==> src/rtl/bus_rr_sched_if.sv <==
// Packet-bus bundle between the driver FIFOs, the round-robin scheduler and the receivers.
// The master modport is the scheduler side; the slave modport is the FIFO/receiver side.
interface bus_rr_sched_if #(
  parameter int unsigned DRVRS   = 8,
  parameter int unsigned PCKG_SZ = 24
) ();

  logic [DRVRS-1:0]         pndng;
  logic [DRVRS*PCKG_SZ-1:0] D_pop;
  logic [DRVRS-1:0]         pop;
  logic [DRVRS-1:0]         push;
  logic [PCKG_SZ-1:0]       D_push;
  logic                     busy;
  logic [3:0]               grant_id;
  logic [15:0]              xfer_cnt;
  logic [7:0]               drop_cnt;

  modport master (
    input  pndng, D_pop,
    output pop, push, D_push, busy, grant_id, xfer_cnt, drop_cnt
  );

  modport slave (
    output pndng, D_pop,
    input  pop, push, D_push, busy, grant_id, xfer_cnt, drop_cnt
  );

endinterface

==> src/rtl/bus_rr_sched.sv <==
// Round-robin scheduler: grants one driver FIFO per 3-cycle transaction, pops its head word
// and pushes it to the receiver named by the destination byte, or to all others on broadcast.
module bus_rr_sched #(
  parameter int unsigned DRVRS     = 8,
  parameter int unsigned PCKG_SZ   = 24,
  parameter logic [7:0]  BROADCAST = 8'hFF
) (
  input logic            clk,
  input logic            reset,
  bus_rr_sched_if.master bus
);

  typedef enum logic [1:0] {StIdle, StPop, StPush} state_e;

  state_e             state_q, state_d;
  logic [3:0]         ptr_q, ptr_d;
  logic [3:0]         grant_q, grant_d;
  logic [PCKG_SZ-1:0] pkt_q, pkt_d;
  logic [PCKG_SZ-1:0] d_push_q, d_push_d;
  logic [DRVRS-1:0]   pop_q, pop_d;
  logic [DRVRS-1:0]   push_q, push_d;
  logic               busy_q, busy_d;
  logic [15:0]        xfer_q, xfer_d;
  logic [7:0]         drop_q, drop_d;

  // Arbitration: first pending driver at or after ptr, wrapping modulo DRVRS.
  logic [15:0] pndng_ext;
  logic [4:0]  idx;
  logic        found;
  logic [3:0]  sel;

  always_comb begin
    pndng_ext = 16'(bus.pndng);
    idx       = '0;
    found     = 1'b0;
    sel       = '0;
    for (int unsigned k = 0; k < DRVRS; k++) begin
      idx = {1'b0, ptr_q} + 5'(k);
      if (idx >= 5'(DRVRS)) begin
        idx = idx - 5'(DRVRS);
      end
      if (!found && pndng_ext[idx[3:0]]) begin
        found = 1'b1;
        sel   = idx[3:0];
      end
    end
  end

  logic [PCKG_SZ-1:0] head;

  always_comb begin
    head = '0;
    for (int unsigned i = 0; i < DRVRS; i++) begin
      if (sel == 4'(i)) begin
        head = bus.D_pop[i*PCKG_SZ +: PCKG_SZ];
      end
    end
  end

  // Destination decode of the captured packet.
  logic [7:0]       dest;
  logic [DRVRS-1:0] route_mask;
  logic             route_ok;

  assign dest = pkt_q[PCKG_SZ-1 -: 8];

  always_comb begin
    route_mask = '0;
    route_ok   = 1'b0;
    if (dest == BROADCAST) begin
      route_ok = 1'b1;
      for (int unsigned i = 0; i < DRVRS; i++) begin
        route_mask[i] = (grant_q != 4'(i));
      end
    end else if (dest < 8'(DRVRS)) begin
      route_ok = 1'b1;
      for (int unsigned i = 0; i < DRVRS; i++) begin
        route_mask[i] = (dest == 8'(i));
      end
    end
  end

  always_comb begin
    state_d  = state_q;
    ptr_d    = ptr_q;
    grant_d  = grant_q;
    pkt_d    = pkt_q;
    d_push_d = d_push_q;
    pop_d    = '0;
    push_d   = '0;
    busy_d   = busy_q;
    xfer_d   = xfer_q;
    drop_d   = drop_q;

    unique case (state_q)
      StIdle: begin
        if (found) begin
          pkt_d   = head;
          grant_d = sel;
          ptr_d   = (sel == 4'(DRVRS - 1)) ? 4'd0 : sel + 4'd1;
          for (int unsigned i = 0; i < DRVRS; i++) begin
            pop_d[i] = (sel == 4'(i));
          end
          busy_d  = 1'b1;
          state_d = StPop;
        end
      end
      StPop: begin
        push_d = route_mask;
        if (route_ok) begin
          // D_push only changes on an actual delivery so it keeps the last delivered packet.
          d_push_d = pkt_q;
          xfer_d   = xfer_q + 16'd1;
        end else if (drop_q != 8'hFF) begin
          drop_d = drop_q + 8'd1;
        end
        state_d = StPush;
      end
      StPush: begin
        busy_d  = 1'b0;
        state_d = StIdle;
      end
      default: begin
        busy_d  = 1'b0;
        state_d = StIdle;
      end
    endcase
  end

  always_ff @(posedge clk or posedge reset) begin
    if (reset) begin
      state_q  <= StIdle;
      ptr_q    <= '0;
      grant_q  <= '0;
      pkt_q    <= '0;
      d_push_q <= '0;
      pop_q    <= '0;
      push_q   <= '0;
      busy_q   <= 1'b0;
      xfer_q   <= '0;
      drop_q   <= '0;
    end else begin
      state_q  <= state_d;
      ptr_q    <= ptr_d;
      grant_q  <= grant_d;
      pkt_q    <= pkt_d;
      d_push_q <= d_push_d;
      pop_q    <= pop_d;
      push_q   <= push_d;
      busy_q   <= busy_d;
      xfer_q   <= xfer_d;
      drop_q   <= drop_d;
    end
  end

  assign bus.pop      = pop_q;
  assign bus.push     = push_q;
  assign bus.D_push   = d_push_q;
  assign bus.busy     = busy_q;
  assign bus.grant_id = grant_q;
  assign bus.xfer_cnt = xfer_q;
  assign bus.drop_cnt = drop_q;

endmodule

==> src/flat_wrapper.sv <==
// flat-port wrapper written by rule: the top's interface ports become plain ports
module bus_rr_sched_flat 
#(
  parameter int unsigned DRVRS     = 8,
  parameter int unsigned PCKG_SZ   = 24,
  parameter logic [7:0]  BROADCAST = 8'hFF
)
  (clk, reset, bus_pndng, bus_D_pop, bus_pop, bus_push, bus_D_push, bus_busy, bus_grant_id, bus_xfer_cnt, bus_drop_cnt);
  bus_rr_sched_if #(.DRVRS(DRVRS), .PCKG_SZ(PCKG_SZ)) bus_i ();
  input logic clk;
  input logic reset;
  input wire logic [$bits(bus_i.pndng)-1:0] bus_pndng;
  input wire logic [$bits(bus_i.D_pop)-1:0] bus_D_pop;
  output wire logic [$bits(bus_i.pop)-1:0] bus_pop;
  output wire logic [$bits(bus_i.push)-1:0] bus_push;
  output wire logic [$bits(bus_i.D_push)-1:0] bus_D_push;
  output wire logic [$bits(bus_i.busy)-1:0] bus_busy;
  output wire logic [$bits(bus_i.grant_id)-1:0] bus_grant_id;
  output wire logic [$bits(bus_i.xfer_cnt)-1:0] bus_xfer_cnt;
  output wire logic [$bits(bus_i.drop_cnt)-1:0] bus_drop_cnt;
  assign bus_i.pndng = bus_pndng;
  assign bus_i.D_pop = bus_D_pop;
  assign bus_pop = bus_i.pop;
  assign bus_push = bus_i.push;
  assign bus_D_push = bus_i.D_push;
  assign bus_busy = bus_i.busy;
  assign bus_grant_id = bus_i.grant_id;
  assign bus_xfer_cnt = bus_i.xfer_cnt;
  assign bus_drop_cnt = bus_i.drop_cnt;
  bus_rr_sched #(.DRVRS(DRVRS), .PCKG_SZ(PCKG_SZ), .BROADCAST(BROADCAST)) u_core (.clk(clk), .reset(reset), .bus(bus_i));
endmodule
==> config.mk <==
export PLATFORM = sky130hd
export DESIGN_NAME = bus_rr_sched_flat
export DESIGN_NICKNAME = d
export VERILOG_FILES = /design/src/rtl/bus_rr_sched_if.sv /design/src/rtl/bus_rr_sched.sv /design/src/flat_wrapper.sv
export SDC_FILE = /design/constraint.sdc
export NUM_CORES = 1
export LEC_CHECK = 0
export CAP_MARGIN = 5
export CELL_PAD_IN_SITES_DETAIL_PLACEMENT = 1
export CELL_PAD_IN_SITES_GLOBAL_PLACEMENT = 2
export CORE_MARGIN = 3
export CORE_UTILIZATION = 28
export CTS_CLUSTER_SIZE = 24
export DETAILED_ROUTE_END_ITERATION = 16
export GPL_TIMING_DRIVEN = 1
export PLACE_DENSITY = 0.95
export RECOVER_POWER = 50
export SLEW_MARGIN = 40
export SYNTH_ARGS = -nofsm -noshare
export SYNTH_HDL_FRONTEND = slang
export SYNTH_SLANG_ARGS = --single-unit
==> constraint.sdc <==
create_clock -name clk -period 15.2 [get_ports clk]
set_input_delay 1.52 -clock clk [delete_from_list [all_inputs] [get_ports clk]]
set_output_delay 1.52 -clock clk [all_outputs]
set_load 0.1 [all_outputs]
==> impl_metrics.tcl, run 1 <==
set metrics [dict create \
    grt_first_pass_wirelength_microns 47100 \
    worstPathArrival_ns 6.65 \
    synth.avg_cell_area_sq_um 8.69 \
    hp-class "reg2reg" \
    initial_utilization_pct 28.7 \
    dieArea_sq_um 28900 \
    cts_hold_buf 0 \
    yosysWarnings 0 \
    place_congestion 0.886 \
    critPathMaxStageDelay_ns 0.80 \
    synth_top_family_by_area "compound AO/OA/AOI/OAI gates" \
    cts.sinks 99 \
    rsz0062_at_grt "false" \
    synth.distinct_cells 69 \
    synth.most_common_cell "nand2_1" \
    layout-drive-gt1-share_pct 12.9 \
    synth_edf_count 0 \
    nFillCells 3081 \
    cp-end-kind "flip-flop" \
    wl_microns 31000 \
    synth_compound_area_share_pct 29.4 \
    fmax_mhz 155 \
    regArea_sq_um 2480 \
    grt.overflow.total 0 \
    clkTransAtPathRegs_ns 0.07 \
    max-slew-margin-rel_pct -134 \
    dpl_cell_area_sq_um 10100 \
    drtPass1Iterations 5 \
    yosys.area.top_type "dfrtp_1" \
    die_h_microns 170 \
    slowest_stage "dfrtp_1" \
    synthSimpleGateAreaFrac_pct 18.4 \
    cts_made_buffers 9 \
    period_needed_ns 6.45 \
    status "finished with violations" \
    synthTopCellsByCount "127 x nand2_1, 99 x dfrtp_1, 56 x nor2_1" \
    synth_fa_ha_area_share_pct 2.66 \
    grt_pass1_vias 7965 \
    synth_ff_type "dfrtp_1" \
    synth_async_sr_flop_share_pct 100 \
    fin_setup_tns_ns 0 \
    setup_viol 0 \
    finalHoldViolCount 0 \
    htreeDepth 3 \
    die_w_microns 170 \
    holdWs_ns 0.469 \
    failed_checks "capacitance limit, slew limit" \
    final_antenna_net_count 0 \
    root_buffer "clkbuf_16" \
    rows 59 \
    postCtsSetupBuffers 0 \
    grt_usage_pct 20.6 \
    synth_xor_area_share_pct 3.25 \
    clk_latency_ns 0.35 \
    wl_per_cell_microns 21.7 \
    synthCells 868 \
    path_class "reg2reg" \
    vias 7848 \
    cts_tree "built" \
    io_buffers 270 \
    synth_nets 1086 \
    multi_input_area_sq_um 4630 \
    drv_slew 66 \
    post_cts_resized 0 \
    maxCapViolations 2 \
    crit_path_cell_trace "inv_1 -> ha_1 -> mux4_2 -> o2111ai_1 -> nand4_1 -> or4_1 -> buf_4 -> nor2_8 -> a32oi_1 -> ha_1 -> inv_1 -> buf_4 -> nand2_1 -> o22ai_1 -> a21oi_1 -> mux2i_1 -> a221oi_2" \
    clockBufferDepth 2 \
    vias_per_cell 5.49 \
    worstPathRequired_ns 15.40 \
    fin_area_sq_um 10400 \
    drtIter0Drc 645 \
    min_period_over_period_pct 42.5 \
    startpoint_type "flip-flop" \
    place_hpwl_microns 24000 \
    coreArea_sq_um 26300 \
    muxShareOfSynthArea_pct 7.15 \
    finClkSkew_ns 0.00874 \
    area_growth_syn_to_layout_pct 37.9 \
    ys_ff_latch 99 \
    synth_top_area_share_pct 32.9 \
    critPathMaxFanout 50 \
    drc 0 \
    synthTopCellsByArea "dfrtp_1 33%, nand2_1 6.3%, a22oi_1 5.1%" \
    antenna_found_initial 1 \
    worst_slew_pin_slew_ns 3.52 \
    syn_area_sq_um 7540 \
    nNetsFinal 1308 \
    yosysSeqAreaShare_pct 32.9 \
    io_pins 271 \
    grt_max_degree 66 \
]
stage by stage:
| step | instances | setup WS, ns | utilization, % |
|---|---|---|---|
| after floorplan | 868 | 9.99 | - |
| after global placement | 1414 | 8.61 | 39.7 |
| after detailed placement | 1414 | 8.46 | 38.5 |
| after CTS | 1429 | 8.73 | 39.6 |
| after global routing | 1430 | 7.96 | 39.6 |
| final | 1430 | 8.75 | 39.6 |
placed cells by master, fill, tap and decap left out, drive strengths merged, types with 29 or more instances in the layout:
master	count
dfrtp	99
a22oi	53
nand2	127
inv	30
and2	30
nor2	58
buf	76
a21oi	45
o211ai	29
mux2i	31
clkdlybuf4s50	200
logic make-up (layout without fill, tap and decap cells):
| family | after synthesis | in the layout |
|---|---|---|
| AO/OA/AOI/OAI | 282 | 282 |
| XOR/XNOR | 28 | 28 |
| adder cells (fa/ha/maj) | 16 | 16 |
| buffers and inverters | 105 | 331 |
| flip-flops | 99 | 99 |
| multiplexers | 44 | 44 |
| other | 0 | 1 |
| AND/OR/NAND/NOR | 294 | 294 |
registers in the layout (all words and copies together) (netlist names):
name,count
u_core.bus.xfer_cnt,16
u_core.ptr_q,4
u_core.bus.pop,8
u_core.bus.push,8
u_core.state_q,2
u_core.bus.grant_id,4
u_core.bus.busy,1
u_core.pkt_q,24
u_core.bus.drop_cnt,8
u_core.bus.D_push,24
per-layer routing:
layer  vias to the layer above  share of wire [%]  GRT usage, %
li1                       3694                  -             -
met1                      3821                 46          29.3
met2                       286                 46          32.2
met3                        47                6.0          3.34
met4                         0                2.4          6.46
met5                         -                  0             0
area by class of cell:
cell class	instances	area share, %
diodes	1	0.0241
clock inverters	5	0.614
flip-flops and latches	99	23.8
inverters	31	1.14
well taps	335	4.03
clock buffers	10	2.20
multi-input cells	664	44.5
repair buffers	285	23.6
path summary, 6_finish.rpt:
path / from / endpoint / cells after the start / slack (ns)
max: u_core.ptr_q[1]$_DFFE_PP0P_ / u_core.pkt_q[7]$_DFFE_PP0P_ / 17 / 8.75
min: u_core.bus.xfer_cnt[15]$_DFFE_PP0P_ / u_core.bus.xfer_cnt[15]$_DFFE_PP0P_ / 1 / 0.47
max reg2reg: u_core.ptr_q[1]$_DFFE_PP0P_ / u_core.pkt_q[7]$_DFFE_PP0P_ / 17 / 8.75
min reg2reg: u_core.bus.xfer_cnt[15]$_DFFE_PP0P_ / u_core.bus.xfer_cnt[15]$_DFFE_PP0P_ / 1 / 0.47
max in group asynchronous: reset / u_core.ptr_q[0]$_DFFE_PP0P_ / 3 / 9.06
min in group asynchronous: reset / u_core.bus.xfer_cnt[7]$_DFFE_PP0P_ / 2 / 1.97
worst max-delay path: cells and delay by family, from the launching register on:
kind / cells / cell delay (ns)
multiplexers: 2 / 0.81
AO/OA/AOI/OAI: 5 / 0.76
adder cells (fa/ha/maj): 2 / 1.01
flip-flops: 1 / 0.80
AND/OR/NAND/NOR: 4 / 1.67
buffers and inverters: 4 / 1.20
Power of run 1 is not shown: default switching activity piles up to over one toggle a cycle in this logic, so the estimate is an artifact.
==> run 2, diff against run 1 <==
- CORE_UTILIZATION: 28 -> 24
- PLACE_DENSITY: 0.95 -> 0.91
- clock period: 15.2 -> 5.3 ns (I/O delays scaled with it)
==> impl_metrics.tcl, run 2 (synthesized netlist as in run 1, its figures left out) <==
set metrics [dict create \
    min_period_over_period_pct 93.3 \
    nFillCells 3639 \
    grt_first_pass_wirelength_microns 47900 \
    path_class "reg2reg" \
    initial_utilization_pct 24.5 \
    rsz0062_at_grt "false" \
    finalHoldViolCount 0 \
    drv_slew 102 \
    root_buffer "clkbuf_16" \
    area_growth_syn_to_layout_pct 41.0 \
    fin_cells 1511 \
    io_buffers 270 \
    place_congestion 0.866 \
    setup_viol 0 \
    die_h_microns 183 \
    rows 64 \
    dieArea_sq_um 33600 \
    slowest_stage "or4_1" \
    htreeDepth 3 \
    grt_usage_pct 18.0 \
    period_needed_ns 4.94 \
    layout-drive-gt1-share_pct 12.4 \
    fmax_mhz 202 \
    num_antenna_cells 0 \
    cts_made_buffers 9 \
    cts_tree "built" \
    fin_setup_tns_ns 0 \
    dpl_cell_area_sq_um 10300 \
    cp_top_family "simple AND/OR/NAND/NOR gates" \
    crit_path_cell_trace "inv_1 -> ha_1 -> mux4_2 -> o2111ai_1 -> nand4_1 -> or4_1 -> nor2_8 -> a32oi_2 -> inv_1 -> ha_1 -> nor2b_4 -> buf_4 -> a22oi_1 -> o21ai_0 -> mux2i_1 -> o211ai_1 -> o2111ai_1 -> nand3_1" \
    maxCapViolations 2 \
    finClkSkew_ns 0.00758 \
    cts.sinks 99 \
    worstPathRequired_ns 5.58 \
    grt_pass1_vias 8166 \
    regArea_sq_um 2480 \
    cts_hold_buf 0 \
    io_pins 271 \
    final_cell_mix "200 x clkdlybuf4s50_1, 126 x nand2_1, 99 x dfrtp_1" \
    place_inst 1494 \
    worstPathArrival_ns 5.23 \
    place_hpwl_microns 24900 \
    vias_per_cell 5.26 \
    clk_latency_ns 0.35 \
    critPathMaxFanout 13 \
    vias 7945 \
    wl_per_cell_microns 21.0 \
    drc 0 \
    wl_microns 31700 \
    worst_slew_pin_slew_ns 3.03 \
    nNetsFinal 1329 \
    drtIter0Drc 441 \
    failed_checks "capacitance limit, slew limit" \
    fin_area_sq_um 10600 \
    critPathMaxStageDelay_ns 0.69 \
    multi_input_area_sq_um 4640 \
    grt_max_degree 68 \
    final_antenna_net_count 0 \
    final_core_util_pct 34.6 \
    grt.overflow.total 0 \
    cp-end-kind "flip-flop" \
    status "finished with violations" \
    antenna_found_initial 0 \
    final_common_cell "clkdlybuf4s50_1" \
    hp-class "reg2reg" \
    clkTransAtPathRegs_ns 0.07 \
    max-slew-margin-rel_pct -103 \
    drtPass1Iterations 5 \
    die_w_microns 183 \
    coreArea_sq_um 30700 \
    startpoint_type "flip-flop" \
    clockBufferDepth 2 \
    cp_num_buf_inv 3 \
]
[run 2: per-stage QoR]
step	hold WS [ns]	setup slack [ns]
finish	0.470	0.356
global placement	0.453	0.396
global route	0.496	0.0664
CTS	0.469	0.336
floorplan	0.439	0.153
detailed placement	0.457	0.327
[run 2: worst paths after layout]
path | slack, ns | cells past startpoint | endpoint | from
max | 0.36 | 18 | u_core.pkt_q[16]$_DFFE_PP0P_ | u_core.ptr_q[1]$_DFFE_PP0P_
min | 0.47 | 2 | u_core.bus.D_push[15]$_DFFE_PP0P_ | u_core.pkt_q[15]$_DFFE_PP0P_
max reg2reg | 0.36 | 18 | u_core.pkt_q[16]$_DFFE_PP0P_ | u_core.ptr_q[1]$_DFFE_PP0P_
min reg2reg | 0.47 | 2 | u_core.bus.D_push[15]$_DFFE_PP0P_ | u_core.pkt_q[15]$_DFFE_PP0P_
max in group asynchronous | 1.15 | 3 | u_core.pkt_q[6]$_DFFE_PP0P_ | reset
min in group asynchronous | 1.51 | 2 | u_core.bus.xfer_cnt[7]$_DFFE_PP0P_ | reset
[run 2: final cells by class]
| cell class | instances | share of cell area (%) |
|---|---|---|
| Clock buffer | 9 | 2.12 |
| Clock inverter | 6 | 0.683 |
| Inverter | 31 | 1.12 |
| Multi-Input combinational cell | 664 | 43.6 |
| Sequential cell | 99 | 23.3 |
| Tap cell | 396 | 4.66 |
| Timing Repair Buffer | 306 | 24.5 |
[run 2: repair_timing]
action | 4_1_cts | 5_1_grt
resized for setup | 0 | 2
setup endpoints to repair | 0 | 19
setup buffers | 0 | 1
[run 2: per-layer routing]
layer	part of all wire (%)	global-route usage, %
met1	46	25.7
met3	5.7	3.13
met5	0	0
met4	1.7	4.14
met2	46	28.6
[run 2: worst register-to-register path: stages (launching register included)]
cell	delay, ns
dfrtp_1	0.34
inv_1	0.11
ha_1	0.49
mux4_2	0.60
o2111ai_1	0.15
nand4_1	0.32
or4_1	0.69
nor2_8	0.14
a32oi_2	0.10
inv_1	0.17
ha_1	0.25
nor2b_4	0.23
buf_4	0.21
a22oi_1	0.09
o21ai_0	0.34
mux2i_1	0.14
o211ai_1	0.13
o2111ai_1	0.23
nand3_1	0.14
Power of run 2 is left out for the same reason.
==> run 3, diff against run 2 <==
- PLACE_DENSITY: 0.91 -> unset
- PLACE_DENSITY_LB_ADDON: unset -> 0.25
==> impl_metrics.tcl, run 3 (synthesized netlist as in run 1, its figures left out) <==
set metrics [dict create \
    status "finished with violations" \
    failed_checks "capacitance limit, slew limit" \
    nNetsFinal 1333 \
    holdPathStages 2 \
    r2r_cells 19 \
    root_buffer "clkbuf_16" \
    max-slew-margin-rel_pct -117 \
    drtIter0Drc 541 \
    dieArea_sq_um 33600 \
    grt_usage_pct 18.7 \
    postCtsSetupBuffers 0 \
    finClkSkew_ns 0.00855 \
    vias 7931 \
    final_antenna_net_count 0 \
    die_w_microns 183 \
    rows 64 \
    multi_input_area_sq_um 4610 \
    period_needed_ns 4.88 \
    cp-end-kind "flip-flop" \
    fin_setup_tns_ns 0 \
    nFillCells 3650 \
    cts_made_buffers 9 \
    grt.overflow.total 0 \
    startpoint_type "flip-flop" \
    min_period_over_period_pct 92.2 \
    finalHoldViolCount 0 \
    regArea_sq_um 2480 \
    cts.sinks 99 \
    coreArea_sq_um 30700 \
    clk_latency_ns 0.35 \
    post_cts_resized 0 \
    place_congestion 0.852 \
    critPathMaxFanout 34 \
    area_growth_syn_to_layout_pct 41.1 \
    worstPathRequired_ns 5.52 \
    drv_slew 102 \
    layout-drive-gt1-share_pct 11.3 \
    grt_first_pass_wirelength_microns 49300 \
    die_h_microns 183 \
    crit_path_cell_trace "inv_1 -> ha_1 -> buf_4 -> mux4_2 -> a22oi_2 -> nand3_1 -> nor4_4 -> a311oi_1 -> a32oi_1 -> inv_1 -> ha_1 -> nor2b_4 -> buf_12 -> a22oi_1 -> o21ai_0 -> mux2i_1 -> o211ai_1 -> o2111ai_1 -> nand3_1" \
    worst_slew_pin_slew_ns 3.23 \
    final_common_cell "clkdlybuf4s50_1" \
    drc 0 \
    clkTransAtPathRegs_ns 0.08 \
    grt_pass1_vias 7998 \
    io_buffers 270 \
    slowest_stage "a32oi_1" \
    antenna_found_initial 1 \
    place_hpwl_microns 25600 \
    htreeDepth 3 \
    io_pins 271 \
    cts_tree "built" \
    path_class "reg2reg" \
    fmax_mhz 205 \
    rsz0062_at_grt "false" \
    initial_utilization_pct 24.5 \
    setup_viol 0 \
    critPathMaxStageDelay_ns 0.53 \
    wl_microns 32800 \
    wl_per_cell_microns 21.6 \
    vias_per_cell 5.23 \
    clockBufferDepth 2 \
    cts_hold_buf 0 \
    final_cell_mix "200 x clkdlybuf4s50_1, 126 x nand2_1, 99 x dfrtp_1" \
    drtPass1Iterations 5 \
    hp-class "reg2reg" \
    grt_max_degree 70 \
    worstPathArrival_ns 5.10 \
    maxCapViolations 2 \
]
[run 3: path summary, 6_finish.rpt]
path                                              from                            endpoint  slack [ns]
max in group asynchronous                        reset   u_core.bus.D_push[13]$_DFFE_PP0P_        1.15
min in group asynchronous                        reset  u_core.bus.drop_cnt[0]$_DFFE_PP0P_        1.57
hold reg to reg            u_core.pkt_q[9]$_DFFE_PP0P_    u_core.bus.D_push[9]$_DFFE_PP0P_        0.47
setup / recovery           u_core.ptr_q[1]$_DFFE_PP0P_         u_core.pkt_q[1]$_DFFE_PP0P_        0.42
setup reg to reg           u_core.ptr_q[1]$_DFFE_PP0P_         u_core.pkt_q[1]$_DFFE_PP0P_        0.42
hold / removal             u_core.pkt_q[9]$_DFFE_PP0P_    u_core.bus.D_push[9]$_DFFE_PP0P_        0.47
[run 3: final cells by class]
| cell class | count | area share, % |
|---|---|---|
| multi-input cells | 664 | 43.3 |
| repair buffers | 310 | 24.9 |
| inverters | 31 | 1.12 |
| flip-flops and latches | 99 | 23.3 |
| clock inverters | 6 | 0.541 |
| well taps | 396 | 4.66 |
| clock buffers | 10 | 2.15 |
| diodes | 1 | 0.0235 |
[run 3: per-stage QoR]
| step | instances | util (%) | setup slack [ns] | area, sq um | hold WS, ns |
|---|---|---|---|---|---|
| global placement | 1500 | 35.0 | 0.323 | 10700 | 0.453 |
| finish | 1517 | 34.6 | 0.415 | 10600 | 0.475 |
| detailed placement | 1500 | 33.9 | 0.350 | 10400 | 0.458 |
| floorplan | 868 | - | 0.153 | 7540 | 0.439 |
| CTS | 1516 | 34.8 | 0.502 | 10700 | 0.474 |
| global route | 1517 | 34.6 | 0.125 | 10600 | 0.494 |
[run 3: layer usage]
layer	vias up	global-route usage [%]	share of wire [%]
met4	0	3.78	1.2
li1	3754	-	-
met5	-	0	0
met1	3909	27.2	48
met3	22	2.98	5.2
met2	246	29.4	46
[run 3: worst max-delay path: cells and delay by family, from the launching register on]
kind / cells / cell delay, ns
AO/OA/AOI/OAI: 7 / 1.66
adder cells (fa/ha/maj): 2 / 0.67
buffers and inverters: 4 / 0.65
flip-flops: 1 / 0.37
multiplexers: 2 / 0.55
AND/OR/NAND/NOR: 4 / 0.84
Power of run 3 is left out for the same reason.
